`config.mk`:
```
export PLATFORM = sky130hd
export DESIGN_NAME = elastic_pe_ctx
export DESIGN_NICKNAME = d
export VERILOG_FILES = /design/src/rtl/elastic_pe_ctx.sv
export SDC_FILE = /design/constraint.sdc
export NUM_CORES = 2
export LEC_CHECK = 0
export ABC_CLOCK_PERIOD_IN_PS = 9640
export BUFFER_PORTS_ARGS = -buffer_cell sky130_fd_sc_hd__buf_2
export CAP_MARGIN = 20
export CORE_ASPECT_RATIO = 0.7
export CORE_MARGIN = 5
export CORE_UTILIZATION = 57
export CTS_CLUSTER_SIZE = 10
export DETAILED_ROUTE_END_ITERATION = 10
export PLACE_DENSITY = 0.88
export SLEW_MARGIN = 20
export SYNTH_ARGS = -nofsm -noshare
export SYNTH_HDL_FRONTEND = slang
export SYNTH_SLANG_ARGS = --single-unit
```
`constraint.sdc`:
```
create_clock -name clk -period 9.64 [get_ports clk]
set_clock_uncertainty 0.15 [all_clocks]
set_input_delay 0.964 -clock clk [delete_from_list [all_inputs] [get_ports clk]]
set_output_delay 0.964 -clock clk [all_outputs]
set_load 0.01 [all_outputs]
```
`src/rtl/elastic_pe_ctx.sv`:
```
// -----------------------------------------------------------------------------
// elastic_pe_ctx
//
// Context-sequenced elastic processing element for the elastic CGRA fabric.
// Every neighbor input channel is buffered by its own small FIFO. On each
// firing the PE looks up the current context, picks two operands, runs one
// ALU operation and eagerly forks the result to the neighbor outputs that
// the context enables. An IDLE/RUN/DRAIN controller gates the firings.
//
// Ports
//   clk, reset_n    clock, asynchronous active-low reset
//   cfg_*           context memory write port (one entry per cfg_write)
//   start_exec      enter RUN from any state: ctx_id=0, FIFOs and output
//                   stage flushed
//   stop_exec       RUN -> DRAIN; DRAIN returns to IDLE once the output
//                   stage has emptied
//   ctx_max_id      last context index before ctx_id wraps to 0
//   in_data/in_valid/in_stop     NEIGHBOR_NUM input channels (flat data bus)
//   out_data/out_valid/out_stop  result broadcast plus per-channel handshake
//   ctx_id, state   current context index and controller state
//                   (0=IDLE, 1=RUN, 2=DRAIN)
// -----------------------------------------------------------------------------
module elastic_pe_ctx #(
    parameter int DATA_WIDTH    = 32,
    parameter int NEIGHBOR_NUM  = 4,
    parameter int CONTEXT_DEPTH = 8,
    parameter int IN_FIFO_DEPTH = 2,
    localparam int CTX_W        = $clog2(CONTEXT_DEPTH),
    localparam int SEL_W        = $clog2(NEIGHBOR_NUM + 2)
) (
    input  logic                               clk,
    input  logic                               reset_n,
    input  logic                               cfg_write,
    input  logic [CTX_W-1:0]                   cfg_index,
    input  logic [SEL_W-1:0]                   cfg_src_a,
    input  logic [SEL_W-1:0]                   cfg_src_b,
    input  logic [NEIGHBOR_NUM-1:0]            cfg_out_mask,
    input  logic [2:0]                         cfg_op,
    input  logic [DATA_WIDTH-1:0]              cfg_const,
    input  logic                               start_exec,
    input  logic                               stop_exec,
    input  logic [CTX_W-1:0]                   ctx_max_id,
    input  logic [NEIGHBOR_NUM*DATA_WIDTH-1:0] in_data,
    input  logic [NEIGHBOR_NUM-1:0]            in_valid,
    output logic [NEIGHBOR_NUM-1:0]            in_stop,
    output logic [DATA_WIDTH-1:0]              out_data,
    output logic [NEIGHBOR_NUM-1:0]            out_valid,
    input  logic [NEIGHBOR_NUM-1:0]            out_stop,
    output logic [CTX_W-1:0]                   ctx_id,
    output logic [1:0]                         state
);

    localparam int PTR_W = $clog2(IN_FIFO_DEPTH);

    // Operand-select codes beyond the FIFO channels.
    localparam logic [SEL_W-1:0] SEL_CONST = SEL_W'(NEIGHBOR_NUM);
    localparam logic [SEL_W-1:0] SEL_SELF  = SEL_W'(NEIGHBOR_NUM + 1);
    localparam logic [CTX_W-1:0] CTX_LAST  = CTX_W'(CONTEXT_DEPTH - 1);

    localparam logic [2:0] OP_ADD  = 3'd0;
    localparam logic [2:0] OP_SUB  = 3'd1;
    localparam logic [2:0] OP_MUL  = 3'd2;
    localparam logic [2:0] OP_AND  = 3'd3;
    localparam logic [2:0] OP_OR   = 3'd4;
    localparam logic [2:0] OP_XOR  = 3'd5;
    localparam logic [2:0] OP_PASS = 3'd6;
    localparam logic [2:0] OP_LT   = 3'd7;

    typedef enum logic [1:0] {
        ST_IDLE  = 2'd0,
        ST_RUN   = 2'd1,
        ST_DRAIN = 2'd2
    } state_t;

    typedef struct packed {
        logic [SEL_W-1:0]        src_a;
        logic [SEL_W-1:0]        src_b;
        logic [NEIGHBOR_NUM-1:0] out_mask;
        logic [2:0]              op;
        logic [DATA_WIDTH-1:0]   const_val;
    } cfg_t;

    // -------------------------------------------------------------------------
    // Registered state
    // -------------------------------------------------------------------------
    state_t                  state_reg;
    logic [CTX_W-1:0]        ctx_id_reg;
    logic [NEIGHBOR_NUM-1:0] pending_reg;
    logic [DATA_WIDTH-1:0]   out_data_reg;
    logic [DATA_WIDTH-1:0]   self_reg;

    // -------------------------------------------------------------------------
    // Context memory. Held in flops rather than block RAM: it must clear on
    // reset and is read in the same cycle as the firing decision, so a write
    // to the live context takes effect from the following cycle.
    // -------------------------------------------------------------------------
    cfg_t cfg_mem [CONTEXT_DEPTH];
    cfg_t cur_cfg;

    always_ff @(posedge clk or negedge reset_n) begin
        if (!reset_n) begin
            for (int i = 0; i < CONTEXT_DEPTH; i++) begin
                cfg_mem[i] <= '0;
            end
        end else if (cfg_write) begin
            cfg_mem[cfg_index] <= '{src_a:     cfg_src_a,
                                    src_b:     cfg_src_b,
                                    out_mask:  cfg_out_mask,
                                    op:        cfg_op,
                                    const_val: cfg_const};
        end
    end

    assign cur_cfg = cfg_mem[ctx_id_reg];

    // -------------------------------------------------------------------------
    // Per-channel input FIFOs
    // -------------------------------------------------------------------------
    logic [NEIGHBOR_NUM-1:0] fifo_full;
    logic [NEIGHBOR_NUM-1:0] fifo_empty;
    logic [NEIGHBOR_NUM-1:0] fifo_push;
    logic [NEIGHBOR_NUM-1:0] fifo_pop;
    logic [DATA_WIDTH-1:0]   fifo_head [NEIGHBOR_NUM];

    genvar gi;
    generate
        for (gi = 0; gi < NEIGHBOR_NUM; gi++) begin : g_fifo
            logic [DATA_WIDTH-1:0] mem [IN_FIFO_DEPTH];
            logic [PTR_W-1:0]      wr_ptr_reg;
            logic [PTR_W-1:0]      rd_ptr_reg;
            logic [PTR_W:0]        count_reg;

            assign fifo_full[gi]  = (count_reg == (PTR_W+1)'(IN_FIFO_DEPTH));
            assign fifo_empty[gi] = (count_reg == '0);
            // A restart flushes the FIFO, so a push in that cycle is dropped.
            assign fifo_push[gi]  = in_valid[gi] & ~fifo_full[gi] & ~start_exec;
            assign fifo_head[gi]  = mem[rd_ptr_reg];

            // Payload storage carries no reset; occupancy is tracked by count.
            always_ff @(posedge clk) begin
                if (fifo_push[gi]) begin
                    mem[wr_ptr_reg] <= in_data[gi*DATA_WIDTH +: DATA_WIDTH];
                end
            end

            // Depth is a power of two, so the pointers wrap on overflow.
            always_ff @(posedge clk or negedge reset_n) begin
                if (!reset_n) begin
                    wr_ptr_reg <= '0;
                    rd_ptr_reg <= '0;
                    count_reg  <= '0;
                end else if (start_exec) begin
                    wr_ptr_reg <= '0;
                    rd_ptr_reg <= '0;
                    count_reg  <= '0;
                end else begin
                    if (fifo_push[gi]) begin
                        wr_ptr_reg <= wr_ptr_reg + PTR_W'(1);
                    end
                    if (fifo_pop[gi]) begin
                        rd_ptr_reg <= rd_ptr_reg + PTR_W'(1);
                    end
                    count_reg <= count_reg
                               + {{PTR_W{1'b0}}, fifo_push[gi]}
                               - {{PTR_W{1'b0}}, fifo_pop[gi]};
                end
            end
        end
    endgenerate

    assign in_stop = fifo_full;

    // -------------------------------------------------------------------------
    // Operand selection
    // -------------------------------------------------------------------------
    logic                    a_ok;
    logic                    b_ok;
    logic [DATA_WIDTH-1:0]   a_val;
    logic [DATA_WIDTH-1:0]   b_val;
    logic [NEIGHBOR_NUM-1:0] hit_a;
    logic [NEIGHBOR_NUM-1:0] hit_b;

    // Unknown select codes leave the operand unavailable, stalling the PE.
    always_comb begin
        a_ok  = 1'b0;
        b_ok  = 1'b0;
        a_val = '0;
        b_val = '0;
        hit_a = '0;
        hit_b = '0;
        for (int i = 0; i < NEIGHBOR_NUM; i++) begin
            if (cur_cfg.src_a == SEL_W'(i)) begin
                hit_a[i] = 1'b1;
                a_ok     = ~fifo_empty[i];
                a_val    = fifo_head[i];
            end
            if (cur_cfg.src_b == SEL_W'(i)) begin
                hit_b[i] = 1'b1;
                b_ok     = ~fifo_empty[i];
                b_val    = fifo_head[i];
            end
        end
        if (cur_cfg.src_a == SEL_CONST) begin
            a_ok  = 1'b1;
            a_val = cur_cfg.const_val;
        end else if (cur_cfg.src_a == SEL_SELF) begin
            a_ok  = 1'b1;
            a_val = self_reg;
        end
        if (cur_cfg.src_b == SEL_CONST) begin
            b_ok  = 1'b1;
            b_val = cur_cfg.const_val;
        end else if (cur_cfg.src_b == SEL_SELF) begin
            b_ok  = 1'b1;
            b_val = self_reg;
        end
    end

    // -------------------------------------------------------------------------
    // ALU
    // -------------------------------------------------------------------------
    logic [DATA_WIDTH-1:0] alu_result;

    always_comb begin
        alu_result = '0;
        case (cur_cfg.op)
            OP_ADD:  alu_result = a_val + b_val;
            OP_SUB:  alu_result = a_val - b_val;
            OP_MUL:  alu_result = a_val * b_val;
            OP_AND:  alu_result = a_val & b_val;
            OP_OR:   alu_result = a_val | b_val;
            OP_XOR:  alu_result = a_val ^ b_val;
            OP_PASS: alu_result = a_val;
            OP_LT:   alu_result = {{(DATA_WIDTH-1){1'b0}}, (a_val < b_val)};
            default: alu_result = '0;
        endcase
    end

    // -------------------------------------------------------------------------
    // Firing decision
    // -------------------------------------------------------------------------
    // Bits still owed after this cycle's acceptances. The output stage counts
    // as free when nothing remains, which lets a new token replace the old
    // one on the same edge the last channel accepts it (full throughput).
    logic [NEIGHBOR_NUM-1:0] pending_left;
    logic                    out_free;
    logic                    fire;
    logic [CTX_W-1:0]        ctx_next;

    assign pending_left = pending_reg & out_stop;
    assign out_free     = (pending_left == '0);
    assign fire         = (state_reg == ST_RUN) & a_ok & b_ok & out_free & ~start_exec;

    // A shared source is popped once: the OR of the two hit vectors.
    assign fifo_pop = {NEIGHBOR_NUM{fire}} & (hit_a | hit_b);

    assign ctx_next = ((ctx_id_reg >= ctx_max_id) || (ctx_id_reg == CTX_LAST))
                    ? '0 : ctx_id_reg + CTX_W'(1);

    // -------------------------------------------------------------------------
    // Controller, context sequencer and output stage
    // -------------------------------------------------------------------------
    always_ff @(posedge clk or negedge reset_n) begin
        if (!reset_n) begin
            state_reg    <= ST_IDLE;
            ctx_id_reg   <= '0;
            pending_reg  <= '0;
            out_data_reg <= '0;
            self_reg     <= '0;
        end else if (start_exec) begin
            // Restart wins over stop, fire and push; the self register keeps
            // its value so a program can chain across restarts.
            state_reg   <= ST_RUN;
            ctx_id_reg  <= '0;
            pending_reg <= '0;
        end else begin
            if (fire) begin
                self_reg     <= alu_result;
                out_data_reg <= alu_result;
                pending_reg  <= cur_cfg.out_mask;
                ctx_id_reg   <= ctx_next;
            end else begin
                pending_reg  <= pending_left;
            end

            case (state_reg)
                ST_IDLE: begin
                    state_reg <= ST_IDLE;
                end
                ST_RUN: begin
                    if (stop_exec) begin
                        state_reg <= ST_DRAIN;
                    end
                end
                ST_DRAIN: begin
                    // Leave as soon as the last outstanding channel accepts.
                    if (pending_left == '0) begin
                        state_reg <= ST_IDLE;
                    end
                end
                default: begin
                    state_reg <= ST_IDLE;
                end
            endcase
        end
    end

    assign out_data  = out_data_reg;
    assign out_valid = pending_reg;
    assign ctx_id    = ctx_id_reg;
    assign state     = state_reg;

endmodule
```
Word level (Yosys, flattened, before mapping)
Memories as Yosys holds them, arrays and structs flattened.
Cells that the tools add are included.
{ "word_totals": {"elab_cells": 237, "output_inout_bits": 45, "n_memories": 4, "mem_bits_rw": 256, "register_bits": 417} }
{ "mem_list": {"columns": ["memory", "depth", "word_bits", "read_ports", "rd_clocked_by_memory_dff", "wr", "line_no", "text"], "rows": [
  ["g_fifo[0].mem", 2, 32, 1, 0, 1, "128", "logic [DATA_WIDTH-1:0] mem [IN_FIFO_DEPTH];"],
  ["g_fifo[1].mem", 2, 32, 1, 0, 1, "128", null],
  ["g_fifo[2].mem", 2, 32, 1, 0, 1, "128", null],
  ["g_fifo[3].mem", 2, 32, 1, 0, 1, "128", null]
]} }
{ "classes": {"add_sub_neg": 19, "mul": 1, "eq_ne": 26, "mux": 76, "reduce_logical": 21, "bitwise_logic": 29, "magnitude_cmp": 5} }
{ "ops": {"columns": ["op", "n"], "rows": [
  ["$mux 32", 12],
  ["$bwmux 360", 1],
  ["$pmux 32 s8", 1],
  ["$bmux 45 s3", 1],
  ["$demux 45 s3", 1],
  ["$mux 45", 3],
  ["$mux 1", 44],
  ["$add 32x32->32", 1],
  ["$and 32x32->32", 1],
  ["$lt 32x32->1", 1],
  ["$mul 32x32->32", 1],
  ["$or 32x32->32", 1],
  ["$sub 32x32->32", 1],
  ["$xor 32x32->32", 1],
  ["$eq 3x3->1 const B", 9],
  ["$eq 3x2->1 const B", 6],
  ["$reduce_bool 2->1", 9],
  ["$mux 2", 7],
  ["$and 1x1->1", 12],
  ["$eq 2x2->1 const B", 5],
  ["$eq 3x1->1 const B", 3],
  ["$logic_not 3->1", 3],
  ["$mux 3", 3],
  ["$not 1->1", 9],
  ["19 further kinds", 41]
]} }

Longest topological paths before layout
{ "logic_depth": {"depth_word": 18, "ltp_mapped": 43, "depth_no_buf": 36} }

Worst setup path after synthesis
No wires, ideal clock.
{ "synth_path": {"path_kind": "reg2reg", "start": "reg ctx_id_reg[1] (netlist: ctx_id[1])", "end": "reg self_reg[31]", "synth_period_minus_slack_ps": 9897, "path_stages_with_launch": 34, "required_ps": 9364, "slack_ps": -257, "arrival_time_ps": 9621, "cell_sequence": "dfrtp_1 > mux4_1 > mux2i_4 > buf_6 > buf_6 > buf_4 > buf_4 > buf_2 > mux2i_1 > o22a_1 > clkbuf_1 > clkinv_1 > ha_1 > fa_1 > inv_1 > fa_1 > fa_1 > fa_1 > fa_1 > fa_1 > fa_1 > fa_1 > xnor2_1 > xnor2_1 > xnor2_1 > xnor2_1 > xnor2_1 > xnor3_1 > xnor3_1 > xnor3_1 > xnor3_1 > xor2_1 > nor2_1 > o32a_1"} }
{ "synth_between": {"elab_chain_len": 16, "word_cells_on_any_way": 60, "classes_between": "add/sub: 2; mul: 1; eq/ne: 17; mux: 28; bitwise: 8; reduce/logical: 4"} }
{ "synth_lines": {"columns": ["element", "line_no", "text"], "rows": [
  ["from (decl)", "87", "logic [CTX_W-1:0] ctx_id_reg;"],
  ["from (signal assigned)", "281", "ctx_id_reg <= ctx_next;"],
  ["$not 3->4 (not written as such) (*)", "114", "assign cur_cfg = cfg_mem[ctx_id_reg];"],
  ["$bmux 45 s3 (*)", "114", null],
  ["$mux 45 (not written as such) (*) (2 in series)", "114", null],
  ["branches (longest 12 deep; another with $mul 32x32->32)", null, null],
  ["to (signal assigned)", "278", "self_reg <= alu_result;"],
  ["to (decl)", "90", "logic [DATA_WIDTH-1:0] self_reg;"]
]} }
Every way passes the cells marked *. The select of a mux whose other input is x is not followed.
A chain may end at the register's enable or synchronous reset.

Final worst setup path
{ "layout_path": {"start": "reg ctx_id_reg[1] (netlist: ctx_id[1])", "end": "reg self_reg[30]"} }
The elaborated chain is that of the path after synthesis.

==> flow_results.org <==
** Final layout
- Nets :: 6299
- Layout Area Growth over Synthesis :: 23.6%
- Proportion of layout cells with a drive suffix above 1 :: 0.345
- Largest register FFs :: 360
- Sequential standard cell area :: 18100 sq um
- In the final layout, the multi-input gates occupy 31000 sq um.
- Fillcell total :: 5923

** Timing
- After routing, the total negative slack on setup checks comes to -767 ps.
- Final hold violation count :: 0
- Least setup slack across all paths after layout :: -243 ps
- Slew at the pin with the worst max-slew slack :: 1350 ps
- Setup repair after global routing could not meet its margin everywhere.
- Dividing the final minimum period by the clock period gives 1.03.
- Final critical-path required period :: 9880 ps
- Max-slew headroom at the worst pin :: 0.0928
- Maximum clock frequency :: 101 MHz
- The tightest hold path in the finished design has a slack of 246 ps.
- The max-slew violation count was 0.
- Number of setup violations in the final report :: 6

** Critical path
- Worst-path maximum fanout :: 17
- Start-to-end type of the worst setup path :: reg2reg
- Startpoint kind of the worst setup timing path :: flop
- For the worst setup path, the data required time is 10000 ps.
- In this run the critical register-to-register path is launched from ctx_id[1].
- For the worst flop-to-flop path, the logic depth is 32.
- Data on the critical path arrives at its endpoint at 10250 ps.
- Together, buffers and inverters on the worst path number 9.
- Startpoint of the most critical setup path :: ctx_id[1]
- Endpoint type of the worst setup path :: flop
- In this run the register-to-register setup slack is -240 ps.
- The largest single stage delay on the critical path is 640 ps.
- By instance count, the cell type seen most on the critical path is fa_1.
- The slowest stage of the critical path belongs to the cell mux4_2.
- Gate family responsible for the most delay along the worst path :: adder cells
- The worst register-to-register path ends at self_reg[30].
- The critical path crosses 32 cells after its start point.

** Routing
- After detailed routing, the number of remaining DRC violations is 0.
- The first detailed-routing pass ran for 9 iterations.
- First DRT Iteration DRCs :: 6806
- For this block, the routed nets add up to 218000 microns of wire.
- Average wire per standard cell :: 32.6 microns
- Post-route antenna net violation count :: 0
- DR vias/cell :: 6.54
- The routed layout has 43800 vias.

** CTS
- TritonCTS built the clock tree.
- CTS saw 673 sinks.
- The cell sitting at the root of the clock tree is a clkbuf_16.
- In this run, post-CTS hold repair placed 0 buffers.
- H-tree Lvls :: 3
- Clock network latency to the later pin of the worst-skew pair :: 650 ps
- Buffers inserted during clock tree synthesis total 77.
- Clock Tree Buf Depth :: 3
- After clock tree synthesis, the clock-pin slew on the worst setup and hold paths is 60 ps.

** Run
- Across the run, the number of max-cap violations was 0.

** Global route
- Global router's overall resource usage :: 0.447
- Maximum number of pins on one net before global-route repair :: 153
- The first global-routing pass estimated 309000 microns of wire.
- The number of global-route vias before repair was 43900.
- For this run the aggregate overflow at the end of global routing stands at 0.
- The initial antenna violation count was 22.

** Floorplanning
- Y dimension of the die :: 260 microns
- Core ar. :: 88500 sq um
- In this run the core area contains 91 standard-cell rows.
- Top-Level Pins :: 237
- The floorplan step set the die width to 368 microns.
- The floorplan step defined a die boundary enclosing 95800 sq um.
- For this configuration, the core starts out at a cell density of 0.577.

** Placed design
- After legalization and detailed placement, the total HPWL measured 166000 microns.
- Quantity of I/O buffers inserted on ports :: 236
- Routability-driven placement finished with a final weighted congestion of 1.09.

** Logic synthesis
- After synthesis, the share of flip-flops with an asynchronous set or reset is 0.620.
- Commonest cells post-synth :: 537 x inv_1, 534 x nor2_1, 422 x mux2_2
- The share of synthesized area in the top cell type comes to 0.204.
- Cell Area, Synth :: 51100 sq um
- Number of synthesized flops with an enable pin :: 256
- Of the synthesized area, sequential elements account for 0.355.
- Among all flip-flop cells after synthesis, the most frequent one is dfrtp_1.
- Synthesis instantiated 100 different standard cells from the library.
- For this run, the number of Yosys warnings is 0.
- Mapped Nets :: 5466
- Yosys attributes the largest share of cell area to dfrtp_1 20%, fa_1 16%, edfxtp_1 15%, mux2_2 9.3%, ha_1 5.7%.
- Cell count after synthesis :: 4632
- inv_1 is the most common cell in the netlist.
- The biggest area contributor in the post-synthesis netlist is dfrtp_1.
- Mean instance size in the synthesized netlist :: 11.0 sq um
- Register bit total from synthesis :: 673

** Status
- Failing checks :: setup timing
- The flow ran to the end, but the final reports show violations.

** Worst hold path
- The min-delay analysis places its worst path in the category in2async.
-- through the flow --
step                area (sq um)  utilization  std cells  setup slack (ps)
finish                     63100        0.714       6697              -243
global route               63100        0.713       6687              -474
CTS                        61700        0.697       6620              -116
detailed placement         58500        0.661       6442              -509
global placement           58500        0.661       6442              -443
floorplan                  51100            -       4632             0.695
-- placed cells by master, fill, tap and decap left out, types with 32 or more instances in the layout --
cell type and instances:
nor2_1 497, mux4_2 89, xnor2_1 77, mux2i_1 157
buf_4 639, a21oi_1 150, ha_1 215, inv_2 32
mux2_2 420, buf_12 69, clkbuf_1 42, dfrtp_1 410
buf_6 56, clkbuf_16 79, fa_1 388, o21ai_0 95
buf_2 235, edfxtp_1 256, nand2_1 327, inv_1 507
-- area by class of cell --
| type | instances | area share |
|---|---|---|
| inverter | 554 | 0.0333 |
| timing repair buffer | 1012 | 0.130 |
| sequential | 673 | 0.287 |
| multi-input combinational | 3147 | 0.490 |
| antenna | 21 | 0.000832 |
| clock buffer | 119 | 0.0330 |
| tap | 1162 | 0.0230 |
| clock inverter | 9 | 0.00248 |
-- worst max-delay path by stage --
stage / endpoint / slack [ps]
after CTS: self_reg[30] / -120
after detailed placement: self_reg[30] / -510
after global routing: self_reg[30] / -470
after floorplan: self_reg[31] / 0.7
final: self_reg[30] / -240
after global placement: self_reg[31] / -440
-- what timing repair did --
action | in CTS | in global routing
gates cloned | 2 | 2
buffers inserted | 48 | 62
pin swaps | 48 | 94
endpoints found under the hold margin | 0 | 0
gates resized for setup | 139 | 220
endpoints found under the setup margin | 11 | 13
-- logic make-up (layout without fill, tap and decap cells) --
logic type | Yosys count | after routing | share of synthesized area
buffers and inverters | 814 | 1694 | 0.0644
AO/OA/AOI/OAI | 650 | 650 | 0.0873
AND/OR/NAND/NOR | 1050 | 1050 | 0.0861
adder cells (fa/ha/maj) | 642 | 642 | 0.217
flip-flops | 673 | 673 | 0.355
other | 0 | 21 | 0
XOR/XNOR | 117 | 117 | 0.0223
multiplexers | 686 | 688 | 0.168
-- layer usage --
metal / part of all wire / global-route usage
met5: 0.00070 / 0
met2: 0.40 / 0.607
met4: 0.040 / 0.137
met1: 0.39 / 0.631
met3: 0.17 / 0.221
Power is not shown: default switching activity piles up to over one toggle a cycle in this logic, so the estimate is an artifact.
